$ cat config.mk
export PLATFORM = sky130hd
export DESIGN_NAME = demorgan_sweep_ctrl
export DESIGN_NICKNAME = d
export VERILOG_FILES = /design/src/rtl/demorgan_sweep_ctrl.sv
export SDC_FILE = /design/constraint.sdc
export NUM_CORES = 1
export LEC_CHECK = 0
export ABC_AREA = 1
export CELL_PAD_IN_SITES_DETAIL_PLACEMENT = 1
export CELL_PAD_IN_SITES_GLOBAL_PLACEMENT = 2
export CORE_AREA = 2 2 61 63
export CTS_BUF_LIST = sky130_fd_sc_hd__clkbuf_8 sky130_fd_sc_hd__clkbuf_16
export CTS_CLUSTER_DIAMETER = 150
export DETAILED_ROUTE_END_ITERATION = 10
export DIE_AREA = 0 0 63 65
export MAX_ROUTING_LAYER = met4
export PLACE_DENSITY = 0.79
export SYNTH_ARGS = -nofsm -noshare
export SYNTH_HDL_FRONTEND = slang
export SYNTH_SLANG_ARGS = --single-unit
$ cat constraint.sdc
create_clock -name clk -period 6 [get_ports clk]
set_clock_uncertainty 0.2 [all_clocks]
set_input_delay 1.2 -clock clk [delete_from_list [all_inputs] [get_ports clk]]
set_output_delay 1.2 -clock clk [all_outputs]
set_load 0.1 [all_outputs]
$ cat src/rtl/demorgan_sweep_ctrl.sv
// Exhaustive, cycle-exact sweep controller for a 3-input De Morgan datapath.
// Optional build macro: DEMORGAN_STOP_ON_FAIL_EN ends the sweep at the first mismatching vector.
module demorgan_sweep_ctrl #(
  parameter int N_IN   = 3,
  parameter int SETTLE = 1
) (
  input  logic            clk,
  input  logic            rst,
  input  logic            start,
  input  logic            abort,
  output logic [N_IN-1:0] vec_out,
  input  logic            o1,
  input  logic            o2,
  input  logic            o3,
  input  logic            o4,
  output logic            busy,
  output logic            done,
  output logic            pass,
  output logic [N_IN:0]   err_count,
  output logic [N_IN-1:0] first_fail_vec,
  output logic [1:0]      first_fail_which,
  output logic            first_fail_valid
);

  localparam logic [1:0] S_IDLE  = 2'd0;
  localparam logic [1:0] S_WAIT  = 2'd1;
  localparam logic [1:0] S_CHECK = 2'd2;
  localparam logic [1:0] S_DONE  = 2'd3;

  localparam int WW = (SETTLE > 1) ? $clog2(SETTLE) : 1;
  localparam logic [WW-1:0] WLAST = WW'(SETTLE - 1);

  logic [1:0]    state;
  logic [WW-1:0] wcnt;
  logic [1:0]    mism;
  logic [N_IN:0] err_next;
  logic          finish;

  always_comb begin
    mism     = {o3 ^ o4, o1 ^ o2};
    err_next = err_count + {{N_IN{1'b0}}, |mism};
`ifdef DEMORGAN_STOP_ON_FAIL_EN
    finish   = (&vec_out) | (|mism);
`else
    finish   = &vec_out;
`endif
  end

  assign busy = (state == S_WAIT) || (state == S_CHECK);
  assign done = (state == S_DONE);

  always_ff @(posedge clk) begin
    if (rst) begin
      state            <= S_IDLE;
      wcnt             <= '0;
      vec_out          <= '0;
      pass             <= 1'b0;
      err_count        <= '0;
      first_fail_vec   <= '0;
      first_fail_which <= '0;
      first_fail_valid <= 1'b0;
    end else if (abort) begin
      // Partial error statistics survive an abort; only the sweep itself is dropped.
      if (state != S_IDLE) begin
        state   <= S_IDLE;
        wcnt    <= '0;
        vec_out <= '0;
        pass    <= 1'b0;
      end
    end else begin
      case (state)
        S_IDLE: begin
          if (start) begin
            state            <= S_WAIT;
            wcnt             <= '0;
            vec_out          <= '0;
            pass             <= 1'b0;
            err_count        <= '0;
            first_fail_vec   <= '0;
            first_fail_which <= '0;
            first_fail_valid <= 1'b0;
          end
        end
        S_WAIT: begin
          if (wcnt == WLAST) state <= S_CHECK;
          else               wcnt  <= wcnt + WW'(1);
        end
        S_CHECK: begin
          if (|mism) begin
            err_count <= err_next;
            if (!first_fail_valid) begin
              first_fail_vec   <= vec_out;
              first_fail_which <= mism;
              first_fail_valid <= 1'b1;
            end
          end
          // pass must reflect this vector's result, so it uses the look-ahead count.
          if (finish) begin
            state <= S_DONE;
            pass  <= (err_next == '0);
          end else begin
            state   <= S_WAIT;
            wcnt    <= '0;
            vec_out <= vec_out + N_IN'(1);
          end
        end
        default: state <= S_IDLE;
      endcase
    end
  end

endmodule

# After elaboration in Yosys (flattened, before gate mapping)
# Cells that the tools add are included.
# word_totals
reg_bits	17
output_inout_bits	16
word_cells	72
# classes
addsub	3
n_eq_ne	11
n_mux	32
bitwise	3
reduce_logical	15
# ops
op	n
$mux W3	6
$mux W2	8
$reduce_and A4 Y1	4
$ne A3 B3 Y1 const B	4
$pmux W3 S2	2
$mux W1	8
$mux W4	2
$pmux W4 S2	1
$pmux W2 S3	1
$reduce_and A3 Y1	2
$reduce_and A5 Y1	1
$add A4 B1 Y4	1
$eq A2 B2 Y1 const B	2
$logic_not A4 Y1	1
$ne A2 B1 Y1 const B	2
$ne A2 B2 Y1 const B	2
$pmux W1 S2	2
$pmux W2 S2	1
$reduce_bool A2 Y1	2
$reduce_bool A4 Y1	1
$add A3 B1 Y3 const B	1
$pmux W1 S3	1
$reduce_bool A3 Y1	1
$eq A2 B1 Y1 const B	1
6 further kinds	7

# Longest topological paths before layout
# Gate-level depths: netlist of the first run.
# logic_depth
word_depth	7
depth_mapped	12

# Least setup slack after synthesis of the first run
# No wires, ideal clock.
# synth_timing
path_kind	input-to-reg
start	in o3
end	reg pass
setup_time_ns	0.065
arrival_ns	2.634
required_ns	5.735
setup_slack_ns	3.100
path_stages	11
n_path_buf	1
path_cell_list	inv_1 > nand2_1 > nand2_1 > nand2_1 > buf_6 > ha_1 > ha_1 > or2_2 > nor3_1 > a21boi_0 > nor2_1
# synth_via
elab_chain_len	7
# synth_rtl
element	line	text
from (decl)	14	input logic o3,
$xor A1 B1 Y1	40	mism = {o3 ^ o4, o1 ^ o2};
$reduce_or A2 Y1	41	err_next = err_count + {{N_IN{1'b0}}, |mism};
$add A4 B1 Y4	41	
$logic_not A4 Y1	100	pass <= (err_next == '0);
$mux W1	98	if (finish) begin
$pmux W1 S2	71	case (state)
$mux W1	62	end else if (abort) begin
to (signal assigned)	100	
to (decl)	18	output logic pass,
# Every way passes these cells. The select of a mux whose other input is x is not followed.
# A chain may end at the register's enable or synchronous reset.

# Worst setup path in the final report of the first run
# layout_timing
start	reg state[0]
end	out busy
# layout_via
elab_chain_len	2
word_cells_on_any_way	3
# layout_rtl
element	line	text
from (decl)	33	logic [1:0] state;
from (signal assigned)	54	state <= S_IDLE;
from (signal assigned)	65	state <= S_IDLE;
from (signal assigned)	74	state <= S_WAIT;
$eq A2 B1 Y1 or $eq A2 B2 Y1 (tied branches)	49	assign busy = (state == S_WAIT) || (state == S_CHECK);
$logic_or A1 B1 Y1 *	49	
to (decl)	16	output logic busy,
# Mark *: on every way between the ends. The rest lies on a longest branch, timed or not.

==> summary.txt, run 1 <==
Run status
  – Status: finished clean

Synth
  – Avg Cell Area, Syn: 7.16 µm²
  – Yosys warns: 0
  – Main combinational cell family by area after synthesis: simple AND/OR/NAND/NOR gates
  – Mux cell area share after synthesis: 0
  – Register area share after synthesis: 0.344
  – Syn nets: 145
  – Post-Synth XOR/XNOR Area: 0.00941
  – Simple-gate share of the synthesized area: 0.313
  – Synth Area in Adders: 0.0941
  – Cells after synthesis: 130
  – Compound-Gate Fraction of Synth Area: 0.120
  – Yosys cell types: 20
  – Post-Synthesis Cell Area: 931 µm²
  – #FFs+latches synth: 16

CTS
  – CTS sink cnt: 16
  – Clock latency on the worst-skew pair: between 0.2 and 0.3 ns
  – Clock root buffer: clkbuf_8
  – CTS buffer count: 3
  – Post-CTS Setup Bufs: 0
  – Hold-fix buffer count after cts: 0
  – Clock Path Buffers: 2
  – Post-CTS Resized: 0
  – CTS H-tree lvls: 1
  – CTS tree: done
  – Clock slew at reported path FFs: 0.06 ns

Power
  – Pwr/cell area: 240 nW/µm²
  – Max VDD drop: 0.125 mV
  – Static Leak: 0.502 nW

Global routing
  – Met1 Use GR: 0.153
  – M3 GR Usage: 0.0365
  – Global Route Usage Sum: 0.133
  – Vias in the first global route: 925
  – Antenna violations before repair: 0
  – Largest net degree at the start of global routing: 16
  – First-pass GRT wire length: 4.19 mm
  – Global Route met2 Usage: 0.222
  – Busiest grt layer: met2
  – Overflow left after global routing: 0

Floorplan
  – Die width: 63 µm
  – # IOs: 24
  – Die ar.: 4100 µm²
  – Core ar.: approximately 3500 µm²
  – # rows: 22
  – Die height: 65 µm
  – Initial Utilization: 0.266

Detailed routing
  – DRT antenna net count: 0
  – Pre-antenna DRT Iters: 4
  – DR vias/cell: 4.60
  – Total number of vias: roughly 930
  – Drt drc: 0
  – Routed wire length: around 2.3 mm
  – Drt wl/cell: 11.6 µm
  – Drt first-iter violations: 30

Worst hold path
  – Hold path startpoint: first_fail_vec[1]$_SDFFE_PP0P_
  – Worst min-delay path endpoint: first_fail_vec[1]$_SDFFE_PP0P_
  – HP Class: flop to flop
  – WHS Path Cells: 2

Final layout
  – Post-Route Utilization: 0.354
  – Nets: 169
  – Filler instances: around 450
  – Most frequent cells in the layout: 28 x nand2_1, 23 x clkdlybuf4s50_1, 19 x inv_1, 16 x dfxtp_1, 15 x a21oi_1
  – Ratio of cells with drive above 1 in the final layout: 0.0719
  – Multi-input logic area: 499 µm²
  – Ant diodes: 0
  – Register area: 320 µm²
  – Layout area overhead: 32.8%
  – Final Instance Area: 1240 µm²
  – Most common cell after layout, fill and taps aside: nand2_1

Critical path
  – RR Startpoint: state[0]$_SDFFE_PP0P_
  – Worst EP required: 4.60 ns
  – CP arrival: 2.12 ns
  – Critical path launch point: state[0]$_SDFFE_PP0P_
  – Critical Path Fanout Max: 5
  – Crit path launch type: flop
  – R2r endpoint: first_fail_vec[2]$_SDFFE_PP0P_
  – WS Path Type: flop to output port
  – Reg2Reg Setup Slack: 3.90 ns
  – Nature of the critical path endpoint: output port
  – Reg2Reg Depth: 7

Placement
  – DP HPWL: 1.87 mm
  – Placed Instance Area: 1180 µm²
  – Routability congestion estimate: 0.764
  – Port Buffer Count: 23
  – Setup slack after placement: 2.41 ns

Timing
  – Highest clock rate: about 280 MHz
  – Fin crit period: 3.52 ns
  – Fin crit share: 0.587
  – Final Hold Violating Endpoints: 0
  – Worst-Margin Slew: 0.983 ns
  – Setup tns final: 0 ns
  – Relative slew slack: 0.343
  – Setup-failing EPs final: 0
  – RSZ-0062 raised after global routing: no
  – Setup slack after layout: approximately 2.5 ns
  – Pins Over Slew Limit: 0
  – Minimum hold slack: 0.262 ns

Run
  – Max-cap violations: 0
flip-flops by register name (all words and copies together) (netlist names):
signal	flops
err_count	4
first_fail_vec	3
vec_out	3
first_fail_which	2
state	2
first_fail_valid	1
pass	1
final cells by class:
class                      count  area share
clock buffer                   4      0.0445
inverter                      19      0.0577
timing repair buffer          23       0.186
multi-input combinational     91       0.404
sequential                    16       0.259
tap                           48      0.0486
where the power goes:
part | internal, mW | total [mW] | leakage, nW | switching (mW)
combinational | 0.0233 | 0.0874 | 0.344 | 0.0641
sequential | 0.110 | 0.113 | 0.130 | 0.00324
clock | 0.0582 | 0.0961 | 0.0288 | 0.0378
total | 0.192 | 0.297 | 0.502 | 0.105
through the flow:
| stage | total power [mW] | std cells |
|---|---|---|
| floorplan | 0.187 | 130 |
| detailed placement | 0.204 | 197 |
| global placement | 0.202 | 197 |
| finish | 0.297 | 201 |
| CTS | 0.303 | 201 |
| global route | 0.315 | 201 |
synthesized netlist by cell type, drive strengths merged:
master	instances	area [µm²]
buf	2	22.5
nand4	10	62.6
dfxtp	16	320
clkbuf	2	17.5
o21ai	5	28.8
inv	19	71.3
nor3	1	5.00
or2	1	6.26
nor2	15	76.3
nand3	6	30.0
a21boi	1	7.51
ha	7	87.6
xor2	1	8.76
a21oi	15	75.1
nand2	29	111
kinds of logic (layout without fill, tap and decap cells):
kind of cell             count (synthesis)  in the layout
XOR/XNOR                                 1              1
adder cells (fa/ha/maj)                  7              7
flip-flops                              16             16
AND/OR/NAND/NOR                         62             62
AO/OA/AOI/OAI                           21             21
buffers and inverters                   23             46
routing by layer:
layer	up-vias	share of wire
met4	0	0.012
met3	4	0.036
met2	21	0.48
met1	432	0.47
met5	-	0
li1	468	-
critical path, stage by stage, from the launching register on:
cell	delay [ns]
dfxtp_1	0.36
inv_1	0.10
ha_1	0.29
clkdlybuf4s50_1	1.12
worst max path at each step:
stage / cells after the start / slack [ns] / endpoint
floorplan: 11 / 3.10 / pass$_SDFFE_PP0P_
global placement: 10 / 2.49 / pass$_SDFFE_PP0P_
detailed placement: 10 / 2.41 / pass$_SDFFE_PP0P_
CTS: 3 / 2.46 / busy
global route: 3 / 2.39 / busy
finish: 3 / 2.48 / busy
Note: power is estimated with default switching activity, not from simulation.
==> run 2: changes to the inputs <==
--- a/config.mk
+++ b/config.mk
@@ -8,13 +8,13 @@
 export ABC_AREA = 1
 export CELL_PAD_IN_SITES_DETAIL_PLACEMENT = 1
 export CELL_PAD_IN_SITES_GLOBAL_PLACEMENT = 2
-export CORE_AREA = 2 2 61 63
+export CORE_AREA = 2 2 67 69
 export CTS_BUF_LIST = sky130_fd_sc_hd__clkbuf_8 sky130_fd_sc_hd__clkbuf_16
 export CTS_CLUSTER_DIAMETER = 150
 export DETAILED_ROUTE_END_ITERATION = 10
-export DIE_AREA = 0 0 63 65
+export DIE_AREA = 0 0 69 71
 export MAX_ROUTING_LAYER = met4
-export PLACE_DENSITY = 0.79
+export PLACE_DENSITY = 0.69
 export SYNTH_ARGS = -nofsm -noshare
 export SYNTH_HDL_FRONTEND = slang
 export SYNTH_SLANG_ARGS = --single-unit
==> constraint.sdc (replaced) <==
create_clock -name clk -period 3.1 [get_ports clk]
set_clock_uncertainty 0.2 [all_clocks]
set_input_delay 0.62 -clock clk [delete_from_list [all_inputs] [get_ports clk]]
set_output_delay 0.62 -clock clk [all_outputs]
set_load 0.1 [all_outputs]
==> run 2 against run 1 <==
  * Sequential share of layout area grew 0.59 points
  * Critical endpoint is now pass$_SDFFE_PP0P_
  * Largest cell class unchanged
  * Worst hold slack gained 0.010 ns
  * Global-route usage down 1.6 points
==> summary.txt, run 2 (synthesized netlist as in run 1, its figures left out) <==
Final layout
  – Final Instance Area: 1210 µm² (was 1240 µm²)
  – Largest Register: err_count (unchanged)
  – Nets: 170 (was 169)
  – Max FFs per register: 4 (unchanged)
  – Final std cells w/o fill: 206 (was 201)
  – Most frequent cells in the layout: 28 x nand2_1, 19 x inv_1, 17 x buf_4, 16 x dfxtp_1, 15 x a21oi_1 (was 28 x nand2_1, 23 x clkdlybuf4s50_1, 19 x inv_1, 16 x dfxtp_1, 15 x a21oi_1)
  – Most common cell after layout, fill and taps aside: nand2_1 (unchanged)
  – Ratio of cells with drive above 1 in the final layout: 0.182 (was 0.0719)
  – Ant diodes: 0 (unchanged)
  – Layout area overhead: 29.8% (was 32.8%)
  – Largest regs: err_count x4, first_fail_vec x3, vec_out x3 (unchanged)

Floorplan
  – Die height: 71 µm (was 65 µm)
  – Die width: 69 µm (was 63 µm)
  – Core ar.: 4200 µm² (was 3500 µm²)
  – # rows: 24 (was 22)
  – Initial Utilization: 0.221 (was 0.266)
  – Die ar.: 4900 µm² (was 4100 µm²)
  – # IOs: 24 (unchanged)

Critical path
  – Nature of the critical path endpoint: flop (was output port)
  – CP top delay family: simple AND/OR/NAND/NOR gates (was buffers and inverters)
  – WP buf/inv: 1 (was 2)
  – Slowest stage delay, CP: 0.48 ns (was 1.12 ns)
  – Reg2Reg Setup Slack: 0.95 ns (was 3.90 ns)
  – CP cell instances: clkdlybuf4s50_1, nand2_1, nand2_1, nand2_1, ha_1, ha_1, or2_2, nor3_1, a21boi_0, nor2_1 (was inv_1, ha_1, clkdlybuf4s50_1)
  – CP arrival: 2.48 ns (was 2.12 ns)
  – WS Path Type: input pin to flop (was flop to output port)
  – Crit path launch type: input pin (was flop)
  – Worst EP required: 3.10 ns (was 4.60 ns)
  – Most used cell, CP: nand2_1
  – Critical Path Fanout Max: 3 (was 5)
  – CP max stage cell: clkdlybuf4s50_1 (unchanged)

CTS
  – Clock latency on the worst-skew pair: 0.25 ns (about the same)
  – Clock Path Buffers: 2 (unchanged)
  – CTS buffer count: 3 (unchanged)
  – Clock slew at reported path FFs: 0.07 ns (was 0.06 ns)
  – Hold-fix buffer count after cts: 0 (unchanged)
  – Post-CTS Setup Bufs: 0 (unchanged)
  – Clock root buffer: clkbuf_8 (unchanged)
  – CTS sink cnt: 16 (unchanged)
  – CTS tree: done (unchanged)
  – Post-CTS Resized: 0 (unchanged)
  – CTS H-tree lvls: 1 (unchanged)

Power
  – PnR Total Power: 580 µW (was 297 µW)
  – Static Leak: 0.538 nW (was 0.502 nW)
  – Max VDD drop: 0.302 mV (was 0.125 mV)
  – Pwr/cell area: 480 nW/µm² (was 240 nW/µm²)

Global routing
  – Global Route Usage Sum: 0.116 (was 0.133)
  – Vias in the first global route: 1009 (was 925)
  – First-pass GRT wire length: 4.56 mm (was 4.19 mm)
  – Overflow left after global routing: 0 (unchanged)
  – Antenna violations before repair: 0 (unchanged)
  – Largest net degree at the start of global routing: 16 (unchanged)

Placement
  – DP HPWL: 2.00 mm (was 1.87 mm)
  – Port Buffer Count: 23 (unchanged)
  – Routability congestion estimate: 0.761 (was 0.764)
  – Placed Instance Area: 1150 µm² (was 1180 µm²)
  – DP Cell Count: 202 (was 197)

Timing
  – Fin crit period: 2.49 ns
  – Final Hold Violating Endpoints: 0 (unchanged)
  – Relative slew slack: 0.634 (was 0.343)
  – Setup-failing EPs final: 0 (unchanged)
  – Fin crit share: 0.803
  – Highest clock rate: 402 MHz
  – Pins Over Slew Limit: 0 (unchanged)
  – Setup tns final: 0 ns (unchanged)
  – RSZ-0062 raised after global routing: no (unchanged)
  – Worst-Margin Slew: 0.549 ns (was 0.983 ns)

Detailed routing
  – Drt drc: 0 (unchanged)
  – DR vias/cell: 4.51 (was 4.60)
  – Drt first-iter violations: 25 (was 30)
  – Total number of vias: 929 (was 925)
  – Pre-antenna DRT Iters: 3 (was 4)
  – Routed wire length: 2.52 mm (was 2.34 mm)
  – Drt wl/cell: 12.2 µm (was 11.6 µm)
  – DRT antenna net count: 0 (unchanged)

Worst hold path
  – HP Class: flop to flop (unchanged)

Run
  – Max-cap violations: 0 (unchanged)

Run status
  – Status: finished clean (unchanged)
==> run 2: cell count changes in the layout (fill, tap and decap cells not counted) <==
cell	delta
buf_4	+17
clkdlybuf4s50_1	-16
==> run 2: where the power goes <==
| group | switching (mW) | internal [mW] | leakage (nW) |
|---|---|---|---|
| clock network | 0.0789 | 0.113 | 0.0288 |
| registers | 0.00626 | 0.213 | 0.130 |
| logic | 0.126 | 0.0435 | 0.380 |
==> run 2: per-layer routing <==
metal  vias to the layer above  track usage  wire (µm)
li1                        474            -          -
met1                       435        0.123       1130
met2                        18        0.214       1270
met3                         2       0.0413        113
met4                         0       0.0153         12
met5                         -            -          0
==> run 2: final cells by class <==
type | count | area [µm²]
Timing Repair Buffer | 24 | 198
Sequential cell | 16 | 320
Inverter | 19 | 71.3
Multi-Input combinational cell | 91 | 499
Clock buffer | 4 | 55.1
Tap cell | 52 | 65.1
Fill cell | 547 | 3000
==> run 2: final timing paths <==
| path | from | to | cells after the start |
|---|---|---|---|
| setup reg to reg | state[0]$_SDFFE_PP0P_ | first_fail_vec[1]$_SDFFE_PP0P_ | 7 |
| setup / recovery | o2 | pass$_SDFFE_PP0P_ | 10 |
| hold reg to reg | first_fail_vec[0]$_SDFFE_PP0P_ | first_fail_vec[0]$_SDFFE_PP0P_ | 2 |
| hold / removal | first_fail_vec[0]$_SDFFE_PP0P_ | first_fail_vec[0]$_SDFFE_PP0P_ | 2 |
==> run 2: through the flow <==
stage	utilization	worst slack, ns	hold WS, ns
after floorplan	-	0.735	0.326
after detailed placement	0.274	0.332	0.263
after global placement	0.274	0.361	0.253
after CTS	0.288	0.594	0.274
final	0.288	0.611	0.272
after global routing	0.288	0.418	0.293
==> run 2: worst register-to-register path: cells and delay by family (launching register included) <==
kind	cells	cell delay, ns
AND/OR/NAND/NOR	4	0.76
AO/OA/AOI/OAI	1	0.06
adder cells (fa/ha/maj)	1	0.53
buffers and inverters	1	0.14
flip-flops	1	0.33
